**config.mk**
```make
export PLATFORM = sky130hd
export DESIGN_NAME = lcd_controller
export DESIGN_NICKNAME = d
export VERILOG_FILES = /design/src/rtl/lcd_controller.sv
export SDC_FILE = /design/constraint.sdc
export NUM_CORES = 2
export LEC_CHECK = 0
export ABC_AREA = 1
export CAP_MARGIN = 10
export CORE_MARGIN = 1.5
export CORE_UTILIZATION = 38
export CTS_CLUSTER_DIAMETER = 30
export DETAILED_ROUTE_END_ITERATION = 7
export PLACE_DENSITY = 0.62
export SLEW_MARGIN = 5
export SYNTH_ARGS = -nofsm -noshare
export SYNTH_HDL_FRONTEND = slang
export SYNTH_SLANG_ARGS = --single-unit
```
**constraint.sdc**
```tcl
create_clock -name CLK -period 4 [get_ports CLK]
set_input_delay 1.2 -clock CLK [delete_from_list [all_inputs] [get_ports CLK]]
set_output_delay 1.2 -clock CLK [all_outputs]
set_load 0.01 [all_outputs]
```
**src/rtl/lcd_controller.sv**
```systemverilog
// lcd_controller: parallel RGB565 LCD timing generator with a DMA-fed pixel FIFO
// and a backlight PWM. Everything runs on CLK. The pixel clock is CLK/4.
//
// Ports:
//   CLK, RESET_N             sole clock (rising edge) and async active-low reset
//   CLK_PXCLK                pixel clock to the panel, CLK/4, 50% duty
//   HSYNC, VSYNC             active-low sync pulses
//   DE                       data enable, high on visible pixels
//   PIXEL_DATA[15:0]         RGB565 pixel, 0 outside the visible area or on underflow
//   ROW_INDEX[8:0]           current row counter
//   BUFFER_START_ADDRESS     frame buffer base (32-bit word address)
//   DMA_RD_ADDR, DMA_START   burst request (address held for the whole burst)
//   DMA_READY                DMA idle, may accept a request
//   DMA_RD_DATA(_VALID)      burst data words
//   BACKLIGHT_BRIGHTNESS     PWM duty, 0 = dark, 255 = brightest
//   BACKLIGHT_PWM            backlight PWM output
module lcd_controller #(
    parameter int unsigned HPIXELS     = 480,
    parameter int unsigned VPIXELS     = 272,
    parameter int unsigned HFP         = 2,
    parameter int unsigned HSW         = 41,
    parameter int unsigned HBP         = 2,
    parameter int unsigned VFP         = 2,
    parameter int unsigned VSW         = 10,
    parameter int unsigned VBP         = 2,
    parameter int unsigned BURST_WORDS = 8,
    parameter int unsigned FIFO_DEPTH  = 64
) (
    input  logic        CLK,
    input  logic        RESET_N,
    output logic        CLK_PXCLK,
    output logic        HSYNC,
    output logic        VSYNC,
    output logic        DE,
    output logic [15:0] PIXEL_DATA,
    output logic [8:0]  ROW_INDEX,
    input  logic [29:0] BUFFER_START_ADDRESS,
    output logic [29:0] DMA_RD_ADDR,
    output logic        DMA_START,
    input  logic        DMA_READY,
    input  logic [31:0] DMA_RD_DATA,
    input  logic        DMA_RD_DATA_VALID,
    input  logic [7:0]  BACKLIGHT_BRIGHTNESS,
    output logic        BACKLIGHT_PWM
);

    localparam int unsigned HTOTAL   = HPIXELS + HFP + HSW + HBP;
    localparam int unsigned VTOTAL   = VPIXELS + VFP + VSW + VBP;
    localparam int unsigned HS_START = HPIXELS + HFP;
    localparam int unsigned HS_END   = HS_START + HSW;
    localparam int unsigned VS_START = VPIXELS + VFP;
    localparam int unsigned VS_END   = VS_START + VSW;
    localparam int unsigned NBURSTS  = (HPIXELS * VPIXELS) / (2 * BURST_WORDS);
    localparam int unsigned XW       = $clog2(HTOTAL);
    localparam int unsigned YW       = $clog2(VTOTAL);
    localparam int unsigned AW       = (FIFO_DEPTH > 1) ? $clog2(FIFO_DEPTH) : 1;
    localparam int unsigned CW       = $clog2(FIFO_DEPTH + 1);
    localparam int unsigned RW       = $clog2(NBURSTS + 1);
    localparam int unsigned BW       = (BURST_WORDS > 1) ? $clog2(BURST_WORDS) : 1;

    localparam logic [1:0] ST_INIT  = 2'd0;
    localparam logic [1:0] ST_IDLE  = 2'd1;
    localparam logic [1:0] ST_BURST = 2'd2;

    // ------------------------------------------------------------------
    // Pixel clock phase; the tick is the edge entering phase 2
    // ------------------------------------------------------------------
    logic [1:0] phase;
    logic       tick_c;

    assign tick_c = (phase == 2'd1);

    always_ff @(posedge CLK or negedge RESET_N) begin
        if (!RESET_N) begin
            phase     <= 2'd0;
            CLK_PXCLK <= 1'b0;
        end else begin
            phase     <= phase + 2'd1;
            // high whenever the phase being entered is 0 or 1
            CLK_PXCLK <= (phase == 2'd3) || (phase == 2'd0);
        end
    end

    // ------------------------------------------------------------------
    // Raster position decode
    // ------------------------------------------------------------------
    logic [XW-1:0] x;
    logic [YW-1:0] y;
    logic [31:0]   xw_c;
    logic [31:0]   yw_c;
    logic          x_last_c;
    logic          y_last_c;
    logic          visible_c;
    logic          frame_end_c;

    assign xw_c        = 32'(x);
    assign yw_c        = 32'(y);
    assign x_last_c    = (xw_c == HTOTAL - 1);
    assign y_last_c    = (yw_c == VTOTAL - 1);
    assign visible_c   = (xw_c < HPIXELS) && (yw_c < VPIXELS);
    // y is about to become VPIXELS: the visible frame is done
    assign frame_end_c = tick_c && x_last_c && (yw_c == VPIXELS - 1);

    // ------------------------------------------------------------------
    // Pixel FIFO (32-bit words, two pixels each)
    // ------------------------------------------------------------------
    logic [31:0]   mem [FIFO_DEPTH];
    logic [AW-1:0] wr_ptr;
    logic [AW-1:0] rd_ptr;
    logic [CW-1:0] count;
    logic          half_hi;
    logic          stale;
    logic          fifo_full_c;
    logic          push_c;
    logic          show_c;
    logic          pop_c;
    logic [31:0]   head_c;

    function automatic logic [AW-1:0] ptr_inc(input logic [AW-1:0] p);
        return (32'(p) == FIFO_DEPTH - 1) ? '0 : p + AW'(1);
    endfunction

    assign fifo_full_c = (32'(count) == FIFO_DEPTH);
    // Words of a burst issued before the frame flush never enter the FIFO
    assign push_c      = DMA_RD_DATA_VALID && !stale && !frame_end_c && !fifo_full_c;
    assign show_c      = tick_c && visible_c && (count != '0);
    assign pop_c       = show_c && half_hi;
    assign head_c      = mem[rd_ptr];

    // Storage array
    always_ff @(posedge CLK) begin
        if (push_c) begin
            mem[wr_ptr] <= DMA_RD_DATA;
        end
    end

    // FIFO pointers, occupancy and half-word select
    always_ff @(posedge CLK or negedge RESET_N) begin
        if (!RESET_N) begin
            wr_ptr  <= '0;
            rd_ptr  <= '0;
            count   <= '0;
            half_hi <= 1'b0;
        end else if (frame_end_c) begin
            wr_ptr  <= '0;
            rd_ptr  <= '0;
            count   <= '0;
            half_hi <= 1'b0;
        end else begin
            if (push_c) begin
                wr_ptr <= ptr_inc(wr_ptr);
            end
            if (pop_c) begin
                rd_ptr <= ptr_inc(rd_ptr);
            end
            if (show_c) begin
                half_hi <= !half_hi;
            end
            case ({push_c, pop_c})
                2'b10:   count <= count + CW'(1);
                2'b01:   count <= count - CW'(1);
                default: count <= count;
            endcase
        end
    end

    // ------------------------------------------------------------------
    // Panel outputs and raster counters, all advanced on the pixel tick
    // ------------------------------------------------------------------
    logic [7:0] pwm_cnt;

    always_ff @(posedge CLK or negedge RESET_N) begin
        if (!RESET_N) begin
            HSYNC         <= 1'b1;
            VSYNC         <= 1'b1;
            DE            <= 1'b0;
            PIXEL_DATA    <= 16'h0000;
            ROW_INDEX     <= 9'd0;
            BACKLIGHT_PWM <= 1'b0;
            pwm_cnt       <= 8'd0;
            x             <= '0;
            y             <= '0;
        end else if (tick_c) begin
            HSYNC         <= !((xw_c >= HS_START) && (xw_c < HS_END));
            VSYNC         <= !((yw_c >= VS_START) && (yw_c < VS_END));
            DE            <= visible_c;
            ROW_INDEX     <= 9'(y);
            PIXEL_DATA    <= show_c ? (half_hi ? head_c[31:16] : head_c[15:0]) : 16'h0000;
            BACKLIGHT_PWM <= (pwm_cnt < BACKLIGHT_BRIGHTNESS);
            pwm_cnt       <= pwm_cnt + 8'd1;
            if (x_last_c) begin
                x <= '0;
                y <= y_last_c ? '0 : y + YW'(1);
            end else begin
                x <= x + XW'(1);
            end
        end
    end

    // ------------------------------------------------------------------
    // DMA fetch FSM: state register
    // ------------------------------------------------------------------
    logic [1:0]    state;
    logic [1:0]    state_n;
    logic [29:0]   fetch_addr;
    logic [29:0]   fetch_addr_n;
    logic [29:0]   dma_addr_n;
    logic [RW-1:0] bursts_left;
    logic [RW-1:0] bursts_left_n;
    logic [BW-1:0] rx_cnt;
    logic [BW-1:0] rx_cnt_n;
    logic          stale_n;
    logic          dma_start_n;
    logic          can_issue_c;

    always_ff @(posedge CLK or negedge RESET_N) begin
        if (!RESET_N) begin
            state       <= ST_INIT;
            fetch_addr  <= '0;
            DMA_RD_ADDR <= '0;
            bursts_left <= '0;
            rx_cnt      <= '0;
            stale       <= 1'b0;
            DMA_START   <= 1'b0;
        end else begin
            state       <= state_n;
            fetch_addr  <= fetch_addr_n;
            DMA_RD_ADDR <= dma_addr_n;
            bursts_left <= bursts_left_n;
            rx_cnt      <= rx_cnt_n;
            stale       <= stale_n;
            DMA_START   <= dma_start_n;
        end
    end

    // Requests are only made from idle, so no words are in flight at that
    // point and the FIFO free space alone decides whether a burst fits.
    assign can_issue_c = (bursts_left != '0) && DMA_READY && !frame_end_c &&
                         (32'(count) + BURST_WORDS <= FIFO_DEPTH);

    // DMA fetch FSM: next state and registered outputs
    always_comb begin
        state_n       = state;
        fetch_addr_n  = fetch_addr;
        dma_addr_n    = DMA_RD_ADDR;
        bursts_left_n = bursts_left;
        rx_cnt_n      = rx_cnt;
        stale_n       = stale;
        dma_start_n   = 1'b0;

        case (state)
            ST_INIT: begin
                // first frame is prefetched straight after reset release
                fetch_addr_n  = BUFFER_START_ADDRESS;
                bursts_left_n = RW'(NBURSTS);
                state_n       = ST_IDLE;
            end
            ST_IDLE: begin
                if (can_issue_c) begin
                    dma_start_n   = 1'b1;
                    dma_addr_n    = fetch_addr;
                    fetch_addr_n  = fetch_addr + 30'(BURST_WORDS);
                    bursts_left_n = bursts_left - RW'(1);
                    rx_cnt_n      = '0;
                    state_n       = ST_BURST;
                end
            end
            ST_BURST: begin
                if (DMA_RD_DATA_VALID) begin
                    if (32'(rx_cnt) == BURST_WORDS - 1) begin
                        rx_cnt_n = '0;
                        stale_n  = 1'b0;
                        state_n  = ST_IDLE;
                    end else begin
                        rx_cnt_n = rx_cnt + BW'(1);
                    end
                end
            end
            default: begin
                state_n = ST_IDLE;
            end
        endcase

        // Frame flush: restart fetching and orphan any burst still in flight
        if (frame_end_c) begin
            fetch_addr_n  = BUFFER_START_ADDRESS;
            bursts_left_n = RW'(NBURSTS);
            if (state_n == ST_BURST) begin
                stale_n = 1'b1;
            end
        end
    end

endmodule

```
After elaboration in Yosys (flattened, before gate mapping)
Memories as Yosys holds them, arrays and structs flattened.
Cells that the tools add are included.
- flip-flop bits (word level): 159
- RAM bits: 2048
- bits of input ports: 74
- output and inout bits: 61
- word-level logic and storage cells: 132
- memories: 1
- memory list (memory ; depth ; bits a word ; read ports ; clocked after memory_dff ; write ports ; line ; source):
    mem ; 64 ; 32 ; 1 ; 0 ; 1 ; 107 ; logic [31:0] mem [FIFO_DEPTH];
- $add $sub $neg: 12
- $lt $le $gt $ge: 8
- equality and inequality tests: 17
- muxes and demuxes: 37
- reductions and logical operators: 35
- operators by type and width (kind ; number):
    $mux 30 ; 2
    $pmux 30 s2 ; 1
    $mux 6 ; 6
    $mux 16 ; 2
    $add 30x4->30 const B ; 1
    $mux 13 ; 2
    $pmux 13 s2 ; 1
    $eq 9x9->1 const B ; 2
    $lt 9x9->1 const B ; 2
    $logic_and 1x1->1 ; 14
    $pmux 7 s2 ; 1
    $reduce_bool 13->1 ; 1
    $sub 13x1->13 const B ; 1
    $add 6x1->6 const B ; 2
    $eq 6x6->1 const B ; 2
    $mux 1 ; 11
    $add 10x1->10 const B ; 1
    $eq 10x10->1 const B ; 1
    $ge 10x9->1 const B ; 1
    $lt 10x10->1 const B ; 1
    $lt 10x9->1 const B ; 1
    $mux 10 ; 1
    $add 9x1->9 const B ; 1
    $ge 9x9->1 const B ; 1
    other kinds (28) ; 50

Logic depth before layout (Yosys ltp)
- depth after elaboration: 11
- mapped depth: 20
- gate-level depth less buffers: 20

Least setup slack after synthesis
OpenSTA, ideal clock, no wires.
- path type: input port to flip-flop
- start point: input port DMA_RD_DATA_VALID
- end point: memory mem[12][0], enable pin
- library setup time: 0.421 ns
- data arrival time: 3.411 ns
- required time: 3.579 ns
- setup slack: 0.168 ns
- stages on the path: 6
- cell sequence: nand2_1 > a21oi_1 > nand2_4 > clkinv_1 > nand4_1 > nor2_1
- longest elaborated chain between the ends: 5
- ends and longest elaborated chain (what ; line ; source):
    from (decl) ; 42 ; input logic DMA_RD_DATA_VALID,
    $logic_and 1x1->1 (3 in a row) ; 125 ; assign push_c = DMA_RD_DATA_VALID && !stale && !frame_end_c && !fifo_full_c;
    $mux 1 ; 132 ; if (push_c) begin
    $mux 1 (implied by the code) ; 133 ; mem[wr_ptr] <= DMA_RD_DATA;
    to (decl) ; 107 ;
No other way between the ends.

Worst setup path after layout
- start point: register rd_ptr[0]
- end point: register PIXEL_DATA[1]
- longest elaborated chain between the ends: 3
- ends and longest elaborated chain (what ; line ; source):
    from (decl) ; 109 ; logic [AW-1:0] rd_ptr;
    from (signal assigned) ; 154 ; rd_ptr <= ptr_inc(rd_ptr);
    $mem_v2 64x32 ; - ;
    $mux 16 (2 in a row) ; 188 ; PIXEL_DATA <= show_c ? (half_hi ? head_c[31:16] : head_c[15:0]) : 16'h0000;
    to (signal assigned) ; 188 ;
    to (decl) ; 35 ; output logic [15:0] PIXEL_DATA,
No other way between the ends.
A chain may end at the register's enable or synchronous reset.

==> flow_results.xml <==
<?xml version="1.0" encoding="UTF-8"?>
<metrics>
  <group name="timing">
    <metric name="worstMarginPinSlew" unit="ns">1.25</metric>
    <metric name="timing.slew.headroom" unit="%">16.9</metric>
    <metric name="final_max_tran_viols" unit="">0</metric>
    <metric name="fin_worst_skew" unit="ns">0.0841</metric>
    <metric name="timing.final.crit_share" unit="%">88.0</metric>
    <metric name="post-route-worst-setup-slack" unit="ns">0.480</metric>
    <metric name="layout_min_cycle_time" unit="ns">3.52</metric>
    <metric name="finalSetupViolations" unit="">0</metric>
    <metric name="grt_setup_unrepaired" unit="">false</metric>
    <metric name="setup-tns-final" unit="ns">0</metric>
    <metric name="maxClockFrequency" unit="MHz">284</metric>
    <metric name="hold_viol" unit="">0</metric>
  </group>
  <group name="yosys">
    <metric name="netlist_top_cells_count" unit="">2048 x sky130_fd_sc_hd__edfxtp_1, 1080 x sky130_fd_sc_hd__nand2_1, 1014 x sky130_fd_sc_hd__nor2_1</metric>
    <metric name="synth-seq-cells" unit="">2207</metric>
    <metric name="synth_edf_count" unit="">2048</metric>
    <metric name="syn-num-nets" unit="">7191</metric>
    <metric name="synthMostInstantiatedCell" unit="">sky130_fd_sc_hd__edfxtp_1</metric>
    <metric name="synth.cell_area" unit="sq um">88600</metric>
    <metric name="mean_instance_size_in_the_synthesized_netlist" unit="sq um">12.5</metric>
    <metric name="synth_async_sr_flop_share" unit="%">7.20</metric>
    <metric name="synth_cells" unit="">7092</metric>
    <metric name="synth-main-ff-cell" unit="">sky130_fd_sc_hd__edfxtp_1</metric>
    <metric name="synth_top_area_share" unit="%">69.4</metric>
    <metric name="ys_seq_area_share" unit="%">73.9</metric>
    <metric name="yosys.area.top_type" unit="">sky130_fd_sc_hd__edfxtp_1</metric>
    <metric name="yosys_warnings" unit="">0</metric>
    <metric name="post_synth_main_area_contributors" unit="">sky130_fd_sc_hd__edfxtp_1 69%, sky130_fd_sc_hd__o21ai_0 5.2%, sky130_fd_sc_hd__nand2_1 4.6%</metric>
    <metric name="count_of_different_cell_masters_after_synthesis" unit="">53</metric>
  </group>
  <group name="pwr">
    <metric name="power.density" unit="nW/um^2">818</metric>
    <metric name="irDropWorstVdd" unit="V">0.000807</metric>
    <metric name="finalPower" unit="W">0.0907</metric>
    <metric name="power.leakage" unit="nW">38.4</metric>
  </group>
  <group name="placement">
    <metric name="routabilityCongestion" unit="">0.954</metric>
    <metric name="post-place-cells" unit="">10100</metric>
    <metric name="pre_cts_slack" unit="ns">0.380</metric>
    <metric name="port-buffer-count" unit="">134</metric>
    <metric name="dpl.hpwl" unit="microns">159000</metric>
  </group>
  <group name="min_path">
    <metric name="worstHoldPathType" unit="">in2async</metric>
  </group>
  <group name="layout">
    <metric name="antenna_cells" unit="">0</metric>
    <metric name="post_route_cells_drive_above_1_share" unit="%">14.6</metric>
    <metric name="areaGrowthSynthToFinish" unit="%">25.2</metric>
    <metric name="finalNonFillerCells" unit="">10900</metric>
    <metric name="final_net_count" unit="">7612</metric>
  </group>
  <group name="flow_run">
    <metric name="cap_violations" unit="">0</metric>
  </group>
  <group name="drt">
    <metric name="final_routed_wire_length_divided_by_cell_count" unit="microns">24.8</metric>
    <metric name="detail-route-antenna-nets" unit="">0</metric>
    <metric name="drt-total-wl" unit="microns">271000</metric>
    <metric name="drt-initial-drc-count" unit="">7762</metric>
    <metric name="route.detailed.drc" unit="">0</metric>
    <metric name="detailedRoute.firstPassIterationCount" unit="">6</metric>
    <metric name="routed-via-count" unit="">60900</metric>
    <metric name="post_dr_vias_cell" unit="">5.58</metric>
  </group>
  <group name="grt">
    <metric name="first_pass_grt_wire_length" unit="microns">396000</metric>
    <metric name="grt_pass1_vias" unit="">59300</metric>
    <metric name="grt_overflow" unit="">0</metric>
    <metric name="grt_usage" unit="%">22.5</metric>
    <metric name="grt_antenna_before_repair" unit="">6</metric>
    <metric name="grt_start_max_net_pins" unit="">146</metric>
  </group>
  <group name="cts">
    <metric name="post-cts-setup-buffers" unit="">0</metric>
    <metric name="clock_sink_count" unit="">2207</metric>
    <metric name="hold_buf_cts" unit="">0</metric>
    <metric name="cts_tree" unit="">done</metric>
    <metric name="cts_inserted_buffers" unit="">441</metric>
    <metric name="cts.repair.resized" unit="">0</metric>
    <metric name="cts-htree-levels" unit="">5</metric>
    <metric name="clock_insertion_delay_worst_skew" unit="ns">1.00</metric>
    <metric name="cts_max_path_buffers" unit="">4</metric>
    <metric name="clk_transition_reported_paths" unit="ns">0.05</metric>
    <metric name="root_buffer" unit="">sky130_fd_sc_hd__clkbuf_16</metric>
  </group>
  <group name="worst_setup_path">
    <metric name="crit_path_max_fanout" unit="">54</metric>
    <metric name="crit_type" unit="">reg2reg</metric>
    <metric name="reg2reg_slack" unit="ns">0.48</metric>
    <metric name="worst-endpoint-arrival" unit="ns">4.42</metric>
    <metric name="required" unit="ns">4.90</metric>
    <metric name="setup.worst_path.start" unit="">rd_ptr[0]</metric>
    <metric name="critPathLaunchType" unit="">register</metric>
    <metric name="worst_r2r_startpoint" unit="">rd_ptr[0]</metric>
    <metric name="end_kind" unit="">register</metric>
  </group>
  <group name="floorplanning">
    <metric name="fp-row-count" unit="">177</metric>
    <metric name="dieWidth" unit="microns">486</metric>
    <metric name="initial_utilization" unit="%">38.2</metric>
    <metric name="floorplan.die.height" unit="microns">486</metric>
    <metric name="placeableCoreArea" unit="sq um">232000</metric>
    <metric name="top_level_ports" unit="">135</metric>
    <metric name="die_area" unit="sq um">236000</metric>
  </group>
  <group name="run_status">
    <metric name="run_status" unit="">complete, no violations</metric>
  </group>
</metrics>
logic make-up (layout without fill, tap and decap cells):
family,count (synthesis),in the layout,synth area share [%]
xor+xnor,32,32,0.316
buf+inv,593,1375,2.90
flops,2207,2207,73.9
compound gates,1737,1737,10.9
simple gates,2458,2458,11.1
mux,40,40,0.452
fa+ha+maj,25,25,0.353
cell type report:
| class | count | area, sq um |
|---|---|---|
| inverter | 149 | 591 |
| sequential | 2207 | 65500 |
| timing repair buffer | 422 | 4620 |
| multi-input combinational | 4292 | 21000 |
| clock inverter | 316 | 3990 |
| fill | 19900 | 121000 |
| tap | 3043 | 3810 |
| clock buffer | 488 | 11400 |
worst paths after layout:
| kind | endpoint | cells after the start |
|---|---|---|
| max in group asynchronous | DMA_RD_ADDR[5] | 2 |
| max | PIXEL_DATA[1] | 12 |
| min in group CLK | phase[0] | 1 |
| max reg2reg | PIXEL_DATA[1] | 12 |
| min | DMA_RD_ADDR[1] | 1 |
| min reg2reg | phase[0] | 1 |
critical path: stages, from the launching register on:
cell and delay [ns]:
sky130_fd_sc_hd__dfrtp_4 0.67, sky130_fd_sc_hd__inv_8 0.39, sky130_fd_sc_hd__buf_12 0.24, sky130_fd_sc_hd__buf_4 0.21
sky130_fd_sc_hd__nor2_1 0.06, sky130_fd_sc_hd__o22ai_1 0.36, sky130_fd_sc_hd__nand2_1 0.11, sky130_fd_sc_hd__a21oi_1 0.52
sky130_fd_sc_hd__nand2_1 0.15, sky130_fd_sc_hd__a21oi_1 0.31, sky130_fd_sc_hd__buf_4 0.19, sky130_fd_sc_hd__o21ai_1 0.06
sky130_fd_sc_hd__nand3_1 0.08
placed cells by master (no fill, tap or decap), types with 27 or more instances in the layout:
master and count:
sky130_fd_sc_hd__o221ai_1 44, sky130_fd_sc_hd__clkinv_2 60, sky130_fd_sc_hd__o21ai_0 920, sky130_fd_sc_hd__xor2_1 27
sky130_fd_sc_hd__buf_12 96, sky130_fd_sc_hd__clkinv_1 54, sky130_fd_sc_hd__nand3_1 204, sky130_fd_sc_hd__inv_1 136
sky130_fd_sc_hd__clkdlybuf4s50_1 101, sky130_fd_sc_hd__nand2_1 1080, sky130_fd_sc_hd__nor2_1 949, sky130_fd_sc_hd__edfxtp_1 2048
sky130_fd_sc_hd__o211ai_1 143, sky130_fd_sc_hd__buf_4 220, sky130_fd_sc_hd__a21oi_1 266, sky130_fd_sc_hd__nor2_4 68
sky130_fd_sc_hd__mux2i_1 40, sky130_fd_sc_hd__clkinv_4 32, sky130_fd_sc_hd__clkbuf_16 447, sky130_fd_sc_hd__o22ai_1 287
sky130_fd_sc_hd__o21ai_1 34, sky130_fd_sc_hd__dfrtp_1 152, sky130_fd_sc_hd__inv_6 34, sky130_fd_sc_hd__bufinv_16 80
sky130_fd_sc_hd__nor3_1 103, sky130_fd_sc_hd__clkbuf_1 36, sky130_fd_sc_hd__clkinvlp_4 46
power breakdown:
part | leakage, nW | switching, W | total [W] | internal (W)
Clock | 7.41 | 0.0122 | 0.0378 | 0.0256
Sequential | 20.4 | 0.000952 | 0.0274 | 0.0265
Combinational | 10.6 | 0.0184 | 0.0256 | 0.00718
state kept, by name, summed over array words and instances (netlist names), 2 cells and up:
register / count
PIXEL_DATA: 16
rd_ptr: 6
wr_ptr: 6
phase: 2
bursts_left: 13
state: 2
mem: 2048
rx_cnt: 3
y: 9
pwm_cnt: 8
x: 10
count: 7
ROW_INDEX: 9
DMA_RD_ADDR: 30
fetch_addr: 30
per-stage QoR:
stage / area (sq um) / utilization [%] / hold WS (ns)
final: 111000 / 47.8 / 0.295
after global routing: 111000 / 47.8 / 0.312
after CTS: 111000 / 47.8 / 0.265
after detailed placement: 95500 / 41.2 / 0.436
after global placement: 95500 / 41.2 / 0.418
after floorplan: 88600 / - / 0.401
layer usage:
layer  part of all wire (%)  global-route usage [%]  wire, microns  vias up
met3                    9.8                    4.52          26400      541
met5                 0.0085                       0             23        -
met1                     41                    31.0         110000    30300
met2                     46                    34.7         123000     3203
li1                       -                       -              -    26900
met4                    4.1                    9.53          11200        4
No activity file was read; power rests on OpenSTA's default activity.
